<file path="src/rtl/pio_pkg.sv">
`default_nettype none
// +-----------------------------------------------------------------------+
// | pio_pkg : register map, edge modes and slice helper for the PIO bank  |
// | Revision: 1.0                                                          |
// +-----------------------------------------------------------------------+
package pio_pkg;

   localparam logic [2:0] REG_DATA_IN  = 3'd0;
   localparam logic [2:0] REG_DATA_OUT = 3'd1;
   localparam logic [2:0] REG_OUT_SET  = 3'd2;
   localparam logic [2:0] REG_OUT_CLR  = 3'd3;
   localparam logic [2:0] REG_EDGE_CAP = 3'd4;
   localparam logic [2:0] REG_IRQ_MASK = 3'd5;
   localparam logic [2:0] REG_EDGE_CFG = 3'd6;

   typedef enum logic [1:0] {
      EDGE_RISE = 2'd0,
      EDGE_FALL = 2'd1,
      EDGE_BOTH = 2'd2,
      EDGE_NONE = 2'd3
   } edge_mode_t;

   typedef enum logic {
      DB_IDLE  = 1'b0,
      DB_COUNT = 1'b1
   } db_state_t;

   function automatic int ch_lsb(input int ch, input int width);
      return ch * width;
   endfunction

endpackage
`default_nettype wire

</file>
<file path="src/rtl/pio_debounce_chan.sv">
`default_nettype none
// +-----------------------------------------------------------------------+
// | pio_debounce_chan : 2-flop sync, vector debounce and edge detector    |
// | Revision: 1.0                                                          |
// +-----------------------------------------------------------------------+
module pio_debounce_chan
   import pio_pkg::*;
#(
   parameter int WIDTH           = 32,
   parameter int DEBOUNCE_CYCLES = 50000
) (
   input  logic             clk,
   input  logic             reset,
   input  logic [WIDTH-1:0] in_bits,
   input  edge_mode_t       mode,
   output logic [WIDTH-1:0] stable,
   output logic [WIDTH-1:0] edge_pulse
);

   logic [WIDTH-1:0] sync1;
   logic [WIDTH-1:0] sync2;
   logic [WIDTH-1:0] stable_q;
   logic [WIDTH-1:0] stable_d;

   always_ff @(posedge clk) begin
      if (reset) begin
         sync1    <= '0;
         sync2    <= '0;
         stable_d <= '0;
      end else begin
         sync1    <= in_bits;
         sync2    <= sync1;
         stable_d <= stable_q;
      end
   end

   if (DEBOUNCE_CYCLES == 0) begin : g_bypass
      assign stable_q = sync2;
   end else begin : g_debounce
      localparam int               CNT_W    = $clog2(DEBOUNCE_CYCLES + 1);
      localparam logic [CNT_W-1:0] CNT_LAST = CNT_W'(DEBOUNCE_CYCLES - 1);

      db_state_t        state;
      db_state_t        state_nxt;
      logic [CNT_W-1:0] cnt;
      logic [CNT_W-1:0] cnt_nxt;
      logic [WIDTH-1:0] cand;
      logic [WIDTH-1:0] cand_nxt;
      logic [WIDTH-1:0] stab;
      logic [WIDTH-1:0] stab_nxt;

      always_ff @(posedge clk) begin
         if (reset) begin
            state <= DB_IDLE;
            cnt   <= '0;
            cand  <= '0;
            stab  <= '0;
         end else begin
            state <= state_nxt;
            cnt   <= cnt_nxt;
            cand  <= cand_nxt;
            stab  <= stab_nxt;
         end
      end

      // cnt holds the number of cycles sync has already shown the candidate
      // value, so the cycle a new value first appears counts as the first.
      always_comb begin
         state_nxt = state;
         cnt_nxt   = cnt;
         cand_nxt  = cand;
         stab_nxt  = stab;
         if (sync2 == stab) begin
            state_nxt = DB_IDLE;
            cnt_nxt   = '0;
         end else if (state == DB_IDLE || sync2 != cand) begin
            cand_nxt = sync2;
            if (DEBOUNCE_CYCLES == 1) begin
               stab_nxt  = sync2;
               state_nxt = DB_IDLE;
               cnt_nxt   = '0;
            end else begin
               state_nxt = DB_COUNT;
               cnt_nxt   = CNT_W'(1);
            end
         end else if (cnt == CNT_LAST) begin
            stab_nxt  = sync2;
            state_nxt = DB_IDLE;
            cnt_nxt   = '0;
         end else begin
            cnt_nxt = cnt + CNT_W'(1);
         end
      end

      assign stable_q = stab;
   end

   always_comb begin
      edge_pulse = '0;
      case (mode)
         EDGE_RISE: edge_pulse = stable_q & ~stable_d;
         EDGE_FALL: edge_pulse = ~stable_q & stable_d;
         EDGE_BOTH: edge_pulse = stable_q ^ stable_d;
         default:   edge_pulse = '0;
      endcase
   end

   assign stable = stable_q;

endmodule
`default_nettype wire

</file>
<file path="src/rtl/pio_capture_bank.sv">
`default_nettype none
// +-----------------------------------------------------------------------+
// | pio_capture_bank : multi-channel Avalon-MM PIO with edge capture/irq  |
// | Revision: 1.0                                                          |
// +-----------------------------------------------------------------------+
module pio_capture_bank
   import pio_pkg::*;
#(
   parameter int          NUM_CH          = 4,
   parameter int          WIDTH           = 32,
   parameter int          DEBOUNCE_CYCLES = 50000,
   parameter logic [31:0] OUT_RESET       = 32'd0,
   parameter int          ADDR_W          = $clog2(NUM_CH) + 3
) (
   input  logic                    clk,
   input  logic                    reset,
   input  logic [ADDR_W-1:0]       avs_address,
   input  logic                    avs_read,
   input  logic                    avs_write,
   input  logic [31:0]             avs_writedata,
   output logic [31:0]             avs_readdata,
   input  logic [NUM_CH*WIDTH-1:0] in_port,
   output logic [NUM_CH*WIDTH-1:0] out_port,
   output logic                    irq
);

   logic [2:0]       reg_sel;
   logic [31:0]      ch_sel;
   logic [WIDTH-1:0] wdata;
   logic [31:0]      rd_val;

   logic [WIDTH-1:0] stable_a   [NUM_CH];
   logic [WIDTH-1:0] data_out_a [NUM_CH];
   logic [WIDTH-1:0] cap_a      [NUM_CH];
   logic [WIDTH-1:0] mask_a     [NUM_CH];
   edge_mode_t       cfg_a      [NUM_CH];
   logic [NUM_CH-1:0] ch_irq;

   // Channel indices past NUM_CH simply match no channel below.
   assign reg_sel = avs_address[2:0];
   assign ch_sel  = 32'(avs_address) >> 3;
   assign wdata   = avs_writedata[WIDTH-1:0];

   for (genvar c = 0; c < NUM_CH; c++) begin : g_ch
      logic             wr_en;
      logic             cap_clr;
      logic [WIDTH-1:0] data_out;
      logic [WIDTH-1:0] edge_cap;
      logic [WIDTH-1:0] irq_mask;
      edge_mode_t       edge_cfg;
      logic [WIDTH-1:0] stable;
      logic [WIDTH-1:0] edge_pulse;

      assign wr_en   = avs_write && (ch_sel == 32'(c));
      assign cap_clr = wr_en && (reg_sel == REG_EDGE_CAP);

      pio_debounce_chan #(
         .WIDTH           (WIDTH),
         .DEBOUNCE_CYCLES (DEBOUNCE_CYCLES)
      ) u_chan (
         .clk        (clk),
         .reset      (reset),
         .in_bits    (in_port[ch_lsb(c, WIDTH) +: WIDTH]),
         .mode       (edge_cfg),
         .stable     (stable),
         .edge_pulse (edge_pulse)
      );

      always_ff @(posedge clk) begin
         if (reset) begin
            data_out <= OUT_RESET[WIDTH-1:0];
            edge_cap <= '0;
            irq_mask <= '0;
            edge_cfg <= EDGE_RISE;
         end else begin
            if (wr_en) begin
               case (reg_sel)
                  REG_DATA_OUT: data_out <= wdata;
                  REG_OUT_SET:  data_out <= data_out | wdata;
                  REG_OUT_CLR:  data_out <= data_out & ~wdata;
                  REG_IRQ_MASK: irq_mask <= wdata;
                  REG_EDGE_CFG: edge_cfg <= edge_mode_t'(avs_writedata[1:0]);
                  default: ;
               endcase
            end
            // A fresh edge is OR-ed in after the clear so it survives a
            // simultaneous W1C on the same bit.
            edge_cap <= (edge_cap & ~(wdata & {WIDTH{cap_clr}})) | edge_pulse;
         end
      end

      assign out_port[ch_lsb(c, WIDTH) +: WIDTH] = data_out;
      assign ch_irq[c]     = |(edge_cap & irq_mask);
      assign stable_a[c]   = stable;
      assign data_out_a[c] = data_out;
      assign cap_a[c]      = edge_cap;
      assign mask_a[c]     = irq_mask;
      assign cfg_a[c]      = edge_cfg;
   end

   always_comb begin
      rd_val = '0;
      for (int c = 0; c < NUM_CH; c++) begin
         if (ch_sel == 32'(c)) begin
            case (reg_sel)
               REG_DATA_IN:  rd_val[WIDTH-1:0] = stable_a[c];
               REG_DATA_OUT: rd_val[WIDTH-1:0] = data_out_a[c];
               REG_EDGE_CAP: rd_val[WIDTH-1:0] = cap_a[c];
               REG_IRQ_MASK: rd_val[WIDTH-1:0] = mask_a[c];
               REG_EDGE_CFG: rd_val[1:0]       = cfg_a[c];
               default:      rd_val            = '0;
            endcase
         end
      end
   end

   always_ff @(posedge clk) begin
      if (reset) begin
         avs_readdata <= '0;
         irq          <= 1'b0;
      end else begin
         if (avs_read) begin
            avs_readdata <= rd_val;
         end
         irq <= |ch_irq;
      end
   end

endmodule
`default_nettype wire

</file>
<file path="config.mk">
export PLATFORM = sky130hd
export DESIGN_NAME = pio_capture_bank
export DESIGN_NICKNAME = d
export VERILOG_FILES = /design/src/rtl/pio_pkg.sv /design/src/rtl/pio_debounce_chan.sv /design/src/rtl/pio_capture_bank.sv
export SDC_FILE = /design/constraint.sdc
export NUM_CORES = 2
export LEC_CHECK = 0
export CORE_ASPECT_RATIO = 1.1
export CORE_UTILIZATION = 55
export DETAILED_ROUTE_END_ITERATION = 10
export PLACE_DENSITY_LB_ADDON = 0.25
export SLEW_MARGIN = 10
export SYNTH_ARGS = -nofsm -noshare
export SYNTH_HDL_FRONTEND = slang
export SYNTH_SLANG_ARGS = --single-unit
</file>
<file path="constraint.sdc">
create_clock -name clk -period 6 [get_ports clk]
set_clock_uncertainty 0.1 [all_clocks]
set_input_delay 0.6 -clock clk [delete_from_list [all_inputs] [get_ports clk]]
set_output_delay 0.6 -clock clk [all_outputs]
set_load 0.01 [all_outputs]
</file>
* Word level (Yosys, flattened, before mapping) *
Cells that the tools add are included.
W data, S select, Z words.

operators by class
  multiplexer cells = 36
  bitwise operators = 61
  add/subtract/negate cells = 4
  reductions and logical operators = 52
  equal/unequal tests = 29

operators with widths
  kind                     count
  $and A32 B32 Y32         24
  $pmux W32 S3             8
  $pmux W30 S5             3
  $not A32 Y32             13
  $or A32 B32 Y32          8
  $eq A32 B32 Y1           4
  $mux W32                 4
  $ne A32 B32 Y1           4
  $reduce_or A128 Y1       1
  $xor A32 B32 Y32         4
  $pmux W30 S4             1
  $add A16 B1 Y16 const B  4
  $eq A16 B16 Y1 const B   4
  $pmux W2 S5              4
  $logic_not A32 Y1        1
  $reduce_and A2 Y1        16
  $mux W1                  16
  $reduce_or A4 Y1         4
  $eq A2 B2 Y1 const B     6
  $not A1 Y1               12
  $reduce_and A3 Y1        4
  $eq A2 B1 Y1 const B     5
  $eq A3 B3 Y1 const B     3
  $logic_and A1 B1 Y1      8
  8 further kinds          21

word-level totals
  register bits after elaboration = 1,133
  logic and storage cells = 232
  input bits = 169

* Logic depth before layout (Yosys ltp) *
  depth after elaboration = 9
  depth in mapped cells = 10
  gate-level depth less buffers = 7

* By module *
From an unflattened synthesis, not the netlist that was laid out.

second synthesis, totals
  cell total of the unflattened synthesis = 6,009
  area, all modules = 51,745.9 um^2

modules (own cells, without submodules)
  module                                  seq. area each (um^2)  cells each  area an instance (um^2)  instances
  pio_debounce_chan (g_ch[0].u_chan ...)  3,543.4                879         8,179.1                  3
  pio_capture_bank                        8,508.2                2,487       19,013.2                 1
  pio_debounce_chan (g_ch[3].u_chan)      3,543.4                885         8,195.4                  1

* Least setup slack after synthesis *
No wires, ideal clock.

  path kind = input -> register
  from = input port avs_address[1]
  to = register avs_readdata[10]
  arrival = 2.140 ns
  path buffers = 4
  stages on the path = 10
  library setup time = 0.137 ns
  slack = 3.622 ns
  cells stage by stage = buf_2 > and2b_1 > and2_1 > buf_2 > buf_2 > buf_2 > a22oi_1 > a21oi_1 > nor4_1 > a211oi_1

between the ends
  longest elaborated chain between the ends = 9
  elaborated cells between the ends (all ways) = 13
  classes of those cells = eq/ne (4); mux (8); reduce/logical (1)

ends and longest elaborated chain
  what                                  line                     RTL
  start: declaration                    pio_capture_bank.sv:17   input logic [ADDR_W-1:0] avs_address,
  $eq A3 B3 Y1 (tied with other cells)  pio_capture_bank.sv:105  case (reg_sel)
  $pmux W30 S4                          pio_capture_bank.sv:105
  $mux W32                              pio_capture_bank.sv:104  if (ch_sel == 32'(c)) begin
  $pmux W30 S5                          pio_capture_bank.sv:105
  $mux W32                              pio_capture_bank.sv:104
  $pmux W30 S5                          pio_capture_bank.sv:105
  $mux W32                              pio_capture_bank.sv:104
  $pmux W30 S5                          pio_capture_bank.sv:105
  $mux W32 (*)                          pio_capture_bank.sv:104
  end signal: assignment                pio_capture_bank.sv:123  avs_readdata <= rd_val;
  end: declaration                      pio_capture_bank.sv:21   output logic [31:0] avs_readdata,

Every way passes the cells marked *; elsewhere a longest branch is shown, timed or not.
A chain may end at the register's enable or synchronous reset.

* Worst setup path after layout *
  from = input port avs_address[2]
  to = register avs_readdata[12]

The elaborated chain is that of the path after synthesis.

==> run_results.csv <==
group,metric,value,unit
yosys,syn_nets,6198,
yosys,yosys.cell_types.count,53,
final_layout,nFillCells,7745,
timing,hold_viol,0,
clocking,clockRootBuffer,"clkbuf_16",
clocking,ctsResizeCount,0,
place,dpl_cell_area,0.0554,mm²
power,p_leak,21.6,nW
final_layout,multi_input_area,0.0257,mm²
yosys,syn_avg_cell_area,8.89,µm²
critical_path,path_max_fanout,22,
place,place.detailed.hpwl,140000,µm
route,viasPerCell,6.07,
route,first_iter_violations,5839,
critical_path,worstPathCellList,"clkdlybuf4s50_1 > buf_4 > nor2b_1 > nand2b_1 > nand3_1 > buf_4 > a21oi_1 > nor4_1 > a211oi_1",
critical_path,critPathSlowestCell,"nand3_1",
timing,finalCriticalPeriod,3580,ps
yosys,ys_ff_latch,1133,
route,wl_per_cell,26.6,µm
yosys,netlist_instances,5769,
power,power_density,279,mW/mm²
timing,final.period_utilization,0.597,
timing,slew_viol_final,0,
timing,finalSetupViolCount,0,
place,portBuffers,329,
timing,hold_ws,311,ps
die,start_util,0.554,
final_layout,area_growth_syn_to_layout,16.2,%
final_layout,fin_nets,6342,
global_routing,grt_pass1_wl,276000,µm
critical_path,crit_required,6530,ps
clocking,cts_setup_buffers,0,
timing,worstMarginPinSlew,1280,ps
die,die-area,0.0945,mm²
die,pin_count,330,
yosys,synth_ff_type,"dfxtp_1",
yosys,seq_area_frac_synth,0.442,
clocking,clkSlewWorstSetupHoldPaths,70,ps
critical_path,critical_path_class,"input port to register",
global_routing,track_usage,0.398,
clocking,clkSinkCount,1133,
yosys,synth-async-reset-ratio,0,
die,core_area,0.0925,mm²
die,std_cell_rows,117,
place,gp_congestion,1.05,
global_routing,grt-ovfl-total,0,
timing,max_freq,279,MHz
route,totalWireLength,193000,µm
yosys,yosysWarningCount,0,
critical_path,start_kind,"input port",
clocking,cts_buffer_depth,3,
global_routing,antenna_found_initial,24,
final_layout,final_cell_area,0.0596,mm²
critical_path,critPathTopFamily,"simple AND/OR/NAND/NOR gates",
critical_path,slowest_delay,930,ps
route,vias,44100,
final_layout,ff_latch_area,0.0227,mm²
route,drtPass1Iterations,10,
clocking,h-tree-depth,3,
final_layout,drive_gt1_frac,0.0556,
job,cap_violations,0,
clocking,cts_tree,"done",
timing,rsz0062_at_grt,"no",
outcome,status,"complete, no violations",
yosys,synth_edf_count,0,
power,max-vdd-ir-drop,0.000262,V
die,dieWidth,293,µm
timing,final.setup.tns,0,ps
critical_path,arrival,4110,ps
critical_path,worst-path-buf-inv,3,
clocking,postCtsHoldBufs,0,
critical_path,path_common_cell,"buf_4",
global_routing,grt_pass1_vias,40900,
timing,setup_slack,2420,ps
timing,relSlewSlack,0.141,
place,post-place-ws,1900,ps
route,drc,0,
yosys,syn_area,0.0513,mm²
route,ant_nets,0,
critical_path,end_kind,"register",
die,die_y,322,µm
min_path,hp-class,"input port to register",
global_routing,grt_max_degree,222,
clocking,clk_latency,740,ps
clocking,cts_made_buffers,114,
==> metal layers <==
metal  global-route usage  wire (µm)  up-vias
met2                0.589      80800     2673
met1                0.519      75800    21100
met5                    0        178        -
met3                0.117      23900      635
li1                     -          -    19700
met4                0.222      12300       28
==> logic make-up after synthesis <==
kind of cell | synth area share
AOI/OAI and AO/OA | 0.136
xor gates and xnor gates | 0.0533
adders and majority gates | 0.0634
buffers and inverters | 0.0592
DFF | 0.442
muxes | 0.0712
and+or+nand+nor | 0.174
==> synthesized netlist by cell type (all sizes together), types with 20 or more instances <==
library cell,n,area share
buf,75,0.0079
nand3,35,0.0034
nand4,57,0.0070
o22ai,96,0.012
xnor2,133,0.023
clkbuf,305,0.022
a211oi,63,0.0092
a21oi,487,0.048
nor2,342,0.026
inv,396,0.029
o21ai,144,0.014
nor2b,262,0.032
xor2,179,0.031
a221oi,53,0.0091
a22o,20,0.0034
a22oi,270,0.040
mux2i,358,0.070
dfxtp,1133,0.44
ha,260,0.063
nand2b,389,0.047
nor4,77,0.0096
nand2,565,0.041
==> cell type report <==
cell class                      instances  share of cell area
Inverter                              396              0.0249
Clock buffer                          150              0.0527
Multi-Input combinational cell       3860               0.432
Clock inverter                         61              0.0169
Tap cell                             1249              0.0262
Sequential cell                      1133               0.381
Antenna cell                            4            0.000168
Timing Repair Buffer                  408              0.0665
==> sequential cells by signal, indices dropped and copies added (netlist names) <==
register                      flops
g_ch.data_out                   128
g_ch.edge_cap                   128
g_ch.irq_mask                   128
g_ch.u_chan.g_debounce.cand     128
g_ch.u_chan.stable              128
g_ch.u_chan.stable_d            128
g_ch.u_chan.sync1               128
g_ch.u_chan.sync2               128
g_ch.u_chan.g_debounce.cnt       64
avs_readdata                     32
g_ch.edge_cfg                     8
g_ch.u_chan.g_debounce.state      4
irq                               1
==> layout by cell type (no fill, tap or decap), types with 5 or more instances in the layout <==
master / synthesis / layout
clkbuf_8: 0 / 15
clkbuf_16: 0 / 114
xnor2_1: 133 / 133
bufinv_16: 0 / 23
nor2_1: 323 / 314
a221oi_1: 53 / 53
dfxtp_1: 1133 / 1129
o21ai_0: 141 / 141
a22o_1: 20 / 20
buf_4: 5 / 73
a211oi_1: 63 / 63
clkbuf_1: 305 / 21
xor2_1: 179 / 179
nand2_1: 565 / 561
buf_12: 0 / 6
nand2b_1: 389 / 388
nor2_4: 0 / 8
and3_1: 11 / 11
nand3_1: 35 / 34
nor3_1: 9 / 8
nor2_2: 19 / 20
mux2i_1: 358 / 358
ha_1: 260 / 260
clkinv_4: 0 / 5
clkinv_2: 0 / 17
a22oi_1: 270 / 270
inv_1: 396 / 396
nor4_1: 75 / 75
a21oi_1: 487 / 483
nand4_1: 57 / 57
nor2b_1: 262 / 260
o22ai_1: 96 / 96
clkinvlp_4: 0 / 9
clkdlybuf4s50_1: 0 / 327
==> per-stage QoR <==
step | instances | utilization | total power, mW
floorplan | 5769 | - | 8.41
global placement | 7046 | 0.599 | 8.88
detailed placement | 7046 | 0.599 | 8.88
CTS | 7257 | 0.644 | 16.6
global route | 7257 | 0.644 | 17.1
finish | 7261 | 0.644 | 16.6
==> final timing paths <==
kind / from / depth (start not counted) / slack [ps] / endpoint
max: avs_address[2] / 9 / 2420 / avs_readdata[12]
min: reset / 2 / 310 / g_ch[0].u_chan.sync1[11]
max reg2reg: g_ch[1].u_chan.stable[1] / 6 / 2530 / g_ch[1].u_chan.g_debounce.cand[14]
min reg2reg: g_ch[0].u_chan.sync1[31] / 1 / 330 / g_ch[0].u_chan.sync2[31]
==> where the power goes <==
group | switching, mW | internal, mW | total (mW) | leakage, nW
Combinational | 0.569 | 0.380 | 0.949 | 10.4
Clock | 3.21 | 4.69 | 7.90 | 2.00
Sequential | 0.140 | 7.66 | 7.80 | 9.21
Total | 3.91 | 12.7 | 16.6 | 21.6
No activity file was read; power rests on OpenSTA's default activity.
